File: src/rtl/vga_coord_fetch.sv
// Once-per-frame fetch of the sprite coordinate words from data memory, presented
// to bit_gen as (vga_counter, data_from_mem_vga) pairs, one slot per valid cycle.
module vga_coord_fetch #(
    parameter int                    ADDR_WIDTH = 16,
    parameter int                    DATA_WIDTH = 16,
    parameter logic [ADDR_WIDTH-1:0] BASE_ADDR  = 16'hFFF0,
    parameter int                    NUM_WORDS  = 6,
    parameter int                    READ_LAT   = 1
) (
    input  logic                  clk_25MHz,
    input  logic                  btn_rst_n,
    input  logic                  frame,
    input  logic                  mem_gnt,
    input  logic [DATA_WIDTH-1:0] mem_rdata,
    output logic                  mem_req,
    output logic [ADDR_WIDTH-1:0] mem_addr,
    output logic [DATA_WIDTH-1:0] data_from_mem_vga,
    output logic [2:0]            vga_counter,
    output logic                  busy,
    output logic                  overrun
);

    typedef enum logic [1:0] {
        S_IDLE,
        S_ISSUE,
        S_DRAIN
    } state_t;

    state_t                r_state;
    state_t                w_next_state;
    logic [2:0]            r_issue_idx;
    logic                  r_mem_req;
    logic [ADDR_WIDTH-1:0] r_mem_addr;
    logic [DATA_WIDTH-1:0] r_data;
    logic [2:0]            r_slot;
    logic                  r_busy;
    logic                  r_overrun;
    logic [READ_LAT-1:0]   r_pipe_vld;
    logic [2:0]            r_pipe_slot [READ_LAT];

    logic w_accept;
    logic w_last;
    logic w_start;
    logic w_pipe_empty;

    always_comb begin
        w_next_state = r_state;
        w_accept     = r_mem_req && mem_gnt;
        w_last       = w_accept && (r_issue_idx == 3'(NUM_WORDS - 1));
        w_start      = (r_state == S_IDLE) && frame;
        w_pipe_empty = ~|r_pipe_vld;
        case (r_state)
            S_IDLE:  if (frame)        w_next_state = S_ISSUE;
            S_ISSUE: if (w_last)       w_next_state = S_DRAIN;
            S_DRAIN: if (w_pipe_empty) w_next_state = S_IDLE;
            default:                   w_next_state = S_IDLE;
        endcase
    end

    always_ff @(posedge clk_25MHz or negedge btn_rst_n) begin
        if (!btn_rst_n) begin
            r_state     <= S_IDLE;
            r_issue_idx <= '0;
            r_mem_req   <= 1'b0;
            r_mem_addr  <= '0;
            r_busy      <= 1'b0;
            r_overrun   <= 1'b0;
        end else begin
            r_state <= w_next_state;
            // busy mirrors "not idle next cycle", so a frame during the final DRAIN cycle counts as overrun
            r_busy  <= (w_next_state != S_IDLE);
            if (frame && r_busy) begin
                r_overrun <= 1'b1;
            end
            if (w_start) begin
                r_issue_idx <= '0;
                r_mem_req   <= 1'b1;
                r_mem_addr  <= BASE_ADDR;
            end else if (w_last) begin
                r_issue_idx <= '0;
                r_mem_req   <= 1'b0;
                r_mem_addr  <= '0;
            end else if (w_accept) begin
                r_issue_idx <= r_issue_idx + 3'd1;
                r_mem_addr  <= BASE_ADDR + ADDR_WIDTH'(r_issue_idx + 3'd1);
            end
        end
    end

    // Return pipeline: tag travels READ_LAT cycles so it lines up with mem_rdata
    always_ff @(posedge clk_25MHz or negedge btn_rst_n) begin
        if (!btn_rst_n) begin
            r_pipe_vld <= '0;
            for (int i = 0; i < READ_LAT; i++) begin
                r_pipe_slot[i] <= '0;
            end
            r_data <= '0;
            r_slot <= '0;
        end else begin
            r_pipe_vld[0]  <= w_accept;
            r_pipe_slot[0] <= r_issue_idx + 3'd1;
            for (int i = 1; i < READ_LAT; i++) begin
                r_pipe_vld[i]  <= r_pipe_vld[i-1];
                r_pipe_slot[i] <= r_pipe_slot[i-1];
            end
            if (r_pipe_vld[READ_LAT-1]) begin
                r_data <= mem_rdata;
                r_slot <= r_pipe_slot[READ_LAT-1];
            end else begin
                r_slot <= '0;
            end
        end
    end

    assign mem_req           = r_mem_req;
    assign mem_addr          = r_mem_addr;
    assign data_from_mem_vga = r_data;
    assign vga_counter       = r_slot;
    assign busy              = r_busy;
    assign overrun           = r_overrun;

endmodule

File: config.mk
export PLATFORM = sky130hd
export DESIGN_NAME = vga_coord_fetch
export DESIGN_NICKNAME = d
export VERILOG_FILES = /design/src/rtl/vga_coord_fetch.sv
export SDC_FILE = /design/constraint.sdc
export NUM_CORES = 1
export LEC_CHECK = 0
export CAP_MARGIN = 20
export CORE_UTILIZATION = 41
export CTS_CLUSTER_DIAMETER = 120
export DETAILED_ROUTE_END_ITERATION = 7
export GPL_TIMING_DRIVEN = 0
export PLACE_DENSITY = 0.8
export SYNTH_ARGS = -nofsm -noshare
export SYNTH_HDL_FRONTEND = slang
export SYNTH_SLANG_ARGS = --single-unit
export TNS_END_PERCENT = 100
File: constraint.sdc
create_clock -name clk_25MHz -period 1.85 [get_ports clk_25MHz]
set_input_delay 0.2775 -clock clk_25MHz [delete_from_list [all_inputs] [get_ports clk_25MHz]]
set_output_delay 0.2775 -clock clk_25MHz [all_outputs]
set_load 0.1 [all_outputs]
**After elaboration in Yosys (flattened, before gate mapping)**

Index checks and enable logic that the tools add are counted.
Widths: inputs -> output; s select.

- Logic and storage cells: 37
- Input port bits: 20
- Bits in registers: 47

- Reductions and logical operators: 8
- Equal/unequal tests: 3
- Mux-type cells: 13
- Add/sub/neg operators: 3

Operators with widths:

| kind | number |
|---|---|
| $mux 16 | 3 |
| $mux 3 | 4 |
| $add 5x5->6 const A | 1 |
| $mux 2 | 3 |
| $pmux 2 s3 | 1 |
| $add 3x1->4 const B | 1 |
| $logic_and 1x1->1 | 4 |
| $reduce_bool 2->1 | 2 |
| $add 3x1->3 const B | 1 |
| $eq 3x3->1 const B | 1 |
| $reduce_bool 3->1 | 1 |
| $eq 2x1->1 const B | 1 |
| $eq 2x2->1 const B | 1 |
| $logic_not 2->1 | 1 |
| $mux 1 | 2 |

**Logic depth before layout (Yosys ltp)**

- Word-level depth: 5
- Depth in mapped cells: 5
- Gate-level depth less buffers: 5

**Worst setup path after synthesis**

OpenSTA, ideal clock, no wires.

- Kind: register -> register
- From: register r_issue_idx[1]
- To: register r_mem_addr[3], in the netlist mem_addr[3]
- Arrival: 1.934 ns
- Setup time: 0.073 ns
- Period minus slack after synthesis: 2.007 ns
- Cell stages (with the launch flop): 5
- Setup slack: -0.157 ns
- Data required time: 1.777 ns
- Buffers on the path: 0
- Path through: dfrtp_1 -> inv_2 -> ha_1 -> or4_4 -> a21oi_2

- Word-level cells in the longest chain between the ends: 5
- Elaborated cells between the ends (all ways): 8
- Those cells by class: 2 x add/sub; 1 x eq/ne; 3 x mux; 2 x reduce/logical

RTL lines:

| what | RTL line | source |
|---|---|---|
| start, declared | 31 | `logic [2:0] r_issue_idx;` |
| start signal, assigned | 84 | `r_issue_idx <= r_issue_idx + 3'd1;` |
| $add 3x1->4 | 85 | `r_mem_addr <= BASE_ADDR + ADDR_WIDTH'(r_issue_idx + 3'd1);` |
| $add 5x5->6 | 85 |  |
| $mux 16 | 83 | `end else if (w_accept) begin` |
| $mux 16 | 79 | `end else if (w_last) begin` |
| $mux 16 | 75 | `if (w_start) begin` |
| end signal, assigned | 85 |  |
| end, declared | 33 | `logic [ADDR_WIDTH-1:0] r_mem_addr;` |

Parallel ways exist; a longest one is shown, timed or not. The select of a mux whose other input is x is not followed.
A chain may end at the register's enable or synchronous reset.

**Final worst setup path**

- From: register r_data[4], in the netlist data_from_mem_vga[4]
- To: output port data_from_mem_vga[4]

RTL lines:

| what | RTL line | source |
|---|---|---|
| start, declared | 34 | `logic [DATA_WIDTH-1:0] r_data;` |
| start signal, assigned | 107 | `r_data <= mem_rdata;` |
| end, declared | 17 | `output logic [DATA_WIDTH-1:0] data_from_mem_vga,` |

No word-level cell between the ends.

==> load_flow_metrics.sql <==
INSERT INTO impl_metrics (metric_group, metric, value, unit) VALUES
('clock_network', 'total_number_of_h_tree_levels', '2', ''),
('yosys', 'seq_area_frac_synth', '0.614', ''),
('setup_path', 'timing.critical_path.slowest_stage_cell', 'sky130_fd_sc_hd__dlygate4sd2_1', ''),
('global_routing', 'first_global_vias', '909', ''),
('yosys', 'postSynthNetCount', '125', ''),
('yosys', 'synth_warnings', '0', ''),
('floorplan', 'die_area', '3510', 'um2'),
('setup_path', 'timing.setup.critical_path_class', 'reg2out', ''),
('route', 'final_routed_wirelength', '2710', 'um'),
('floorplan', 'die_w', '59.3', 'um'),
('sta', 'timing_max_transition_violations_final', '0', ''),
('finish', 'finish.net_count', '190', ''),
('setup_path', 'critical_path.endpoint_type', 'output port', ''),
('setup_path', 'path_max_fanout', '2', ''),
('setup_path', 'startpoint_type', 'flop', ''),
('sta', 'final-hold-violation-count', '0', ''),
('floorplan', 'placementRows', '20', ''),
('yosys', 'synth_xor_xnor_area_share', '0.00651', ''),
('clock_network', 'clockBufferDepth', '2', ''),
('global_routing', 'antenna_violations_before_repair', '0', ''),
('yosys', 'post_synth_inst_count', '103', ''),
('global_routing', 'grt_use_total', '0.167', ''),
('setup_path', 'timing.critical_path.arrival', '1530', 'ps'),
('sta', 'period_share', '0.975', ''),
('route', 'drt_drc_violations_left', '0', ''),
('yosys', 'simple_gate_fraction_of_synth_area', '0.0819', ''),
('floorplan', 'initial_core_utilization', '0.437', ''),
('finish', 'fraction_of_final_layout_cells_with_drive_strength_greater_than_1', '0.402', ''),
('flow_run', 'maxCapViolCount', '0', ''),
('sta', 'max_slew.worst_pin.slew', '971', 'ps'),
('global_routing', 'globalRouteOverflowTotal', '0', ''),
('finish', 'final_cell_mix', 'sky130_fd_sc_hd__dfrtp_1, sky130_fd_sc_hd__clkdlybuf4s50_1, sky130_fd_sc_hd__mux2_2, sky130_fd_sc_hd__buf_2, sky130_fd_sc_hd__clkdlybuf4s15_1', ''),
('finish', 'utilization', '0.643', ''),
('finish', 'final_common_cell', 'sky130_fd_sc_hd__dfrtp_1', ''),
('route', 'detailedRoute.firstPassIterationCount', '4', ''),
('yosys', 'synth_top_family_by_area', 'multiplexers', ''),
('sta', 'report.final.setup_viol', '0', ''),
('placed_design', 'placedCellCount', '204', ''),
('yosys', 'synthMuxAreaShare', '0.134', ''),
('setup_path', 'critical_path.top_delay_family', 'buffers and inverters', ''),
('status', 'outcome', 'finished, final reports clean', ''),
('sta', 'timing.max_slew.rel_slack', '0.355', ''),
('clock_network', 'post_cts_buffers', '0', ''),
('global_routing', 'pin_count_of_the_biggest_net_entering_global_routing', '34', ''),
('route', 'routed_via_density', '4.45', ''),
('setup_path', 'worst-endpoint-required', '1570', 'ps'),
('yosys', 'syn-mean-instance-area', '13.1', 'um2'),
('finish', 'non_filler_instance_count_after_layout', '213', ''),
('yosys', 'post-synth-top-area-cell', 'sky130_fd_sc_hd__dfrtp_1', ''),
('sta', 'unrepaired_setup_endpoints_after_global_routing', 'no', ''),
('route', 'routed-via-count', '948', ''),
('route', 'drt_iter0_markers', '8', ''),
('sta', 'worst_clock_skew_on_the_final_layout', '8.85', 'ps'),
('clock_network', 'clkSlewWorstSetupHoldPaths', '100', 'ps'),
('placed_design', 'gp_congestion', '0.729', ''),
('clock_network', 'cts_made_buffers', '5', ''),
('floorplan', 'floorplan.core_area', '3080', 'um2'),
('setup_path', 'cp.buffers_inverters', '1', ''),
('placed_design', 'place_hpwl', '2030', 'um'),
('worst_hold_path', 'worstHoldPathType', 'reg2reg', ''),
('clock_network', 'clock-sinks', '33', ''),
('finish', 'num_antenna_cells', '0', ''),
('yosys', 'synth-seq-cells', '33', ''),
('global_routing', 'grt_first_pass_wirelength', '4200', 'um'),
('yosys', 'share_of_the_synthesized_area_in_compound_gates_ao_oa_aoi_oai', '0.0586', ''),
('floorplan', 'io_pins', '58', ''),
('sta', 'fmax', '555', 'MHz'),
('yosys', 'synth_cell_types', '23', ''),
('route', 'postRouteAntennaNets', '0', ''),
('finish', 'fillerInstances', '263', ''),
('setup_path', 'slowest_delay', '850', 'ps');
## cells by family after synthesis
| kind of cell | Yosys count |
|---|---|
| AOI/OAI and AO/OA | 13 |
| xor gates and xnor gates | 1 |
| adders and majority gates | 2 |
| buffers and inverters | 19 |
| DFF | 33 |
| muxes | 16 |
| and+or+nand+nor | 19 |
## metal layers
| metal | vias to the layer above | global-route usage | part of all wire |
|---|---|---|---|
| met5 | - | 0 | 0 |
| met3 | 3 | 0.0655 | 0.068 |
| met2 | 35 | 0.295 | 0.52 |
| met4 | 0 | 0.0510 | 0.0085 |
| li1 | 465 | - | - |
| met1 | 445 | 0.182 | 0.40 |
## Yosys cell counts, drive strengths merged
cell type and instances:
a211oi 1, a21o 1, a21oi 6, and2 3, and3 1, buf 14, dfrtp 33, ha 2
inv 5, mux2 16, nand2 7, nand3b 2, nand4 1, nor2 3, nor3b 1, o21ai 3
o21bai 2, or4 1, xor2 1
## layout make-up
type | instances | area, um2 | share of cell area
plain buffers | 14 | 97.6 | 0.0493
flip-flops and latches | 33 | 830 | 0.419
clock buffers | 7 | 55.1 | 0.0278
well taps | 44 | 55.1 | 0.0278
inverters | 5 | 18.8 | 0.00948
multi-input cells | 51 | 403 | 0.203
repair buffers | 58 | 492 | 0.248
clock inverters | 1 | 30.0 | 0.0152
## repair_timing
action	CTS	global route
hold endpoints to repair	7	0
setup endpoints to repair	38	20
hold buffers	1	0
resized for setup	91	24
## metrics by stage
stage	cell area, um2	setup slack (ps)	hold WS [ps]
3_3_place_gp	1970	-228	435
2_1_floorplan	1350	16.7	-18.1
4_1_cts	1990	2.09	464
5_1_grt	1980	0.670	480
3_5_place_dp	1970	-265	370
6_report	1980	47.1	455
## flip-flops by register name (all words and copies together) (netlist names)
signal             cells
mem_addr               3
busy                   1
data_from_mem_vga     16
vga_counter            3
r_pipe_slot            3
r_issue_idx            2
r_state                2
overrun                1
mem_req                1
r_pipe_vld             1
## final timing paths
check	cells after the start	slack, ps	endpoint	start
worst max-delay path	1	50	data_from_mem_vga[4]	data_from_mem_vga[4]$_DFFE_PN0P_
worst min-delay path	1	460	vga_counter[2]$_DFF_PN0_	r_pipe_slot[2]$_DFF_PN0_
worst max register to register	3	350	mem_addr[3]$_DFFE_PN0P_	r_issue_idx[0]$_DFFE_PN0P_
worst min register to register	1	460	vga_counter[2]$_DFF_PN0_	r_pipe_slot[2]$_DFF_PN0_
max in group asynchronous	2	820	mem_addr[2]$_DFFE_PN0P_	btn_rst_n
min in group asynchronous	2	520	data_from_mem_vga[12]$_DFFE_PN0P_	btn_rst_n
Power is not shown: default switching activity piles up to over one toggle a cycle in this logic, so the estimate is an artifact.
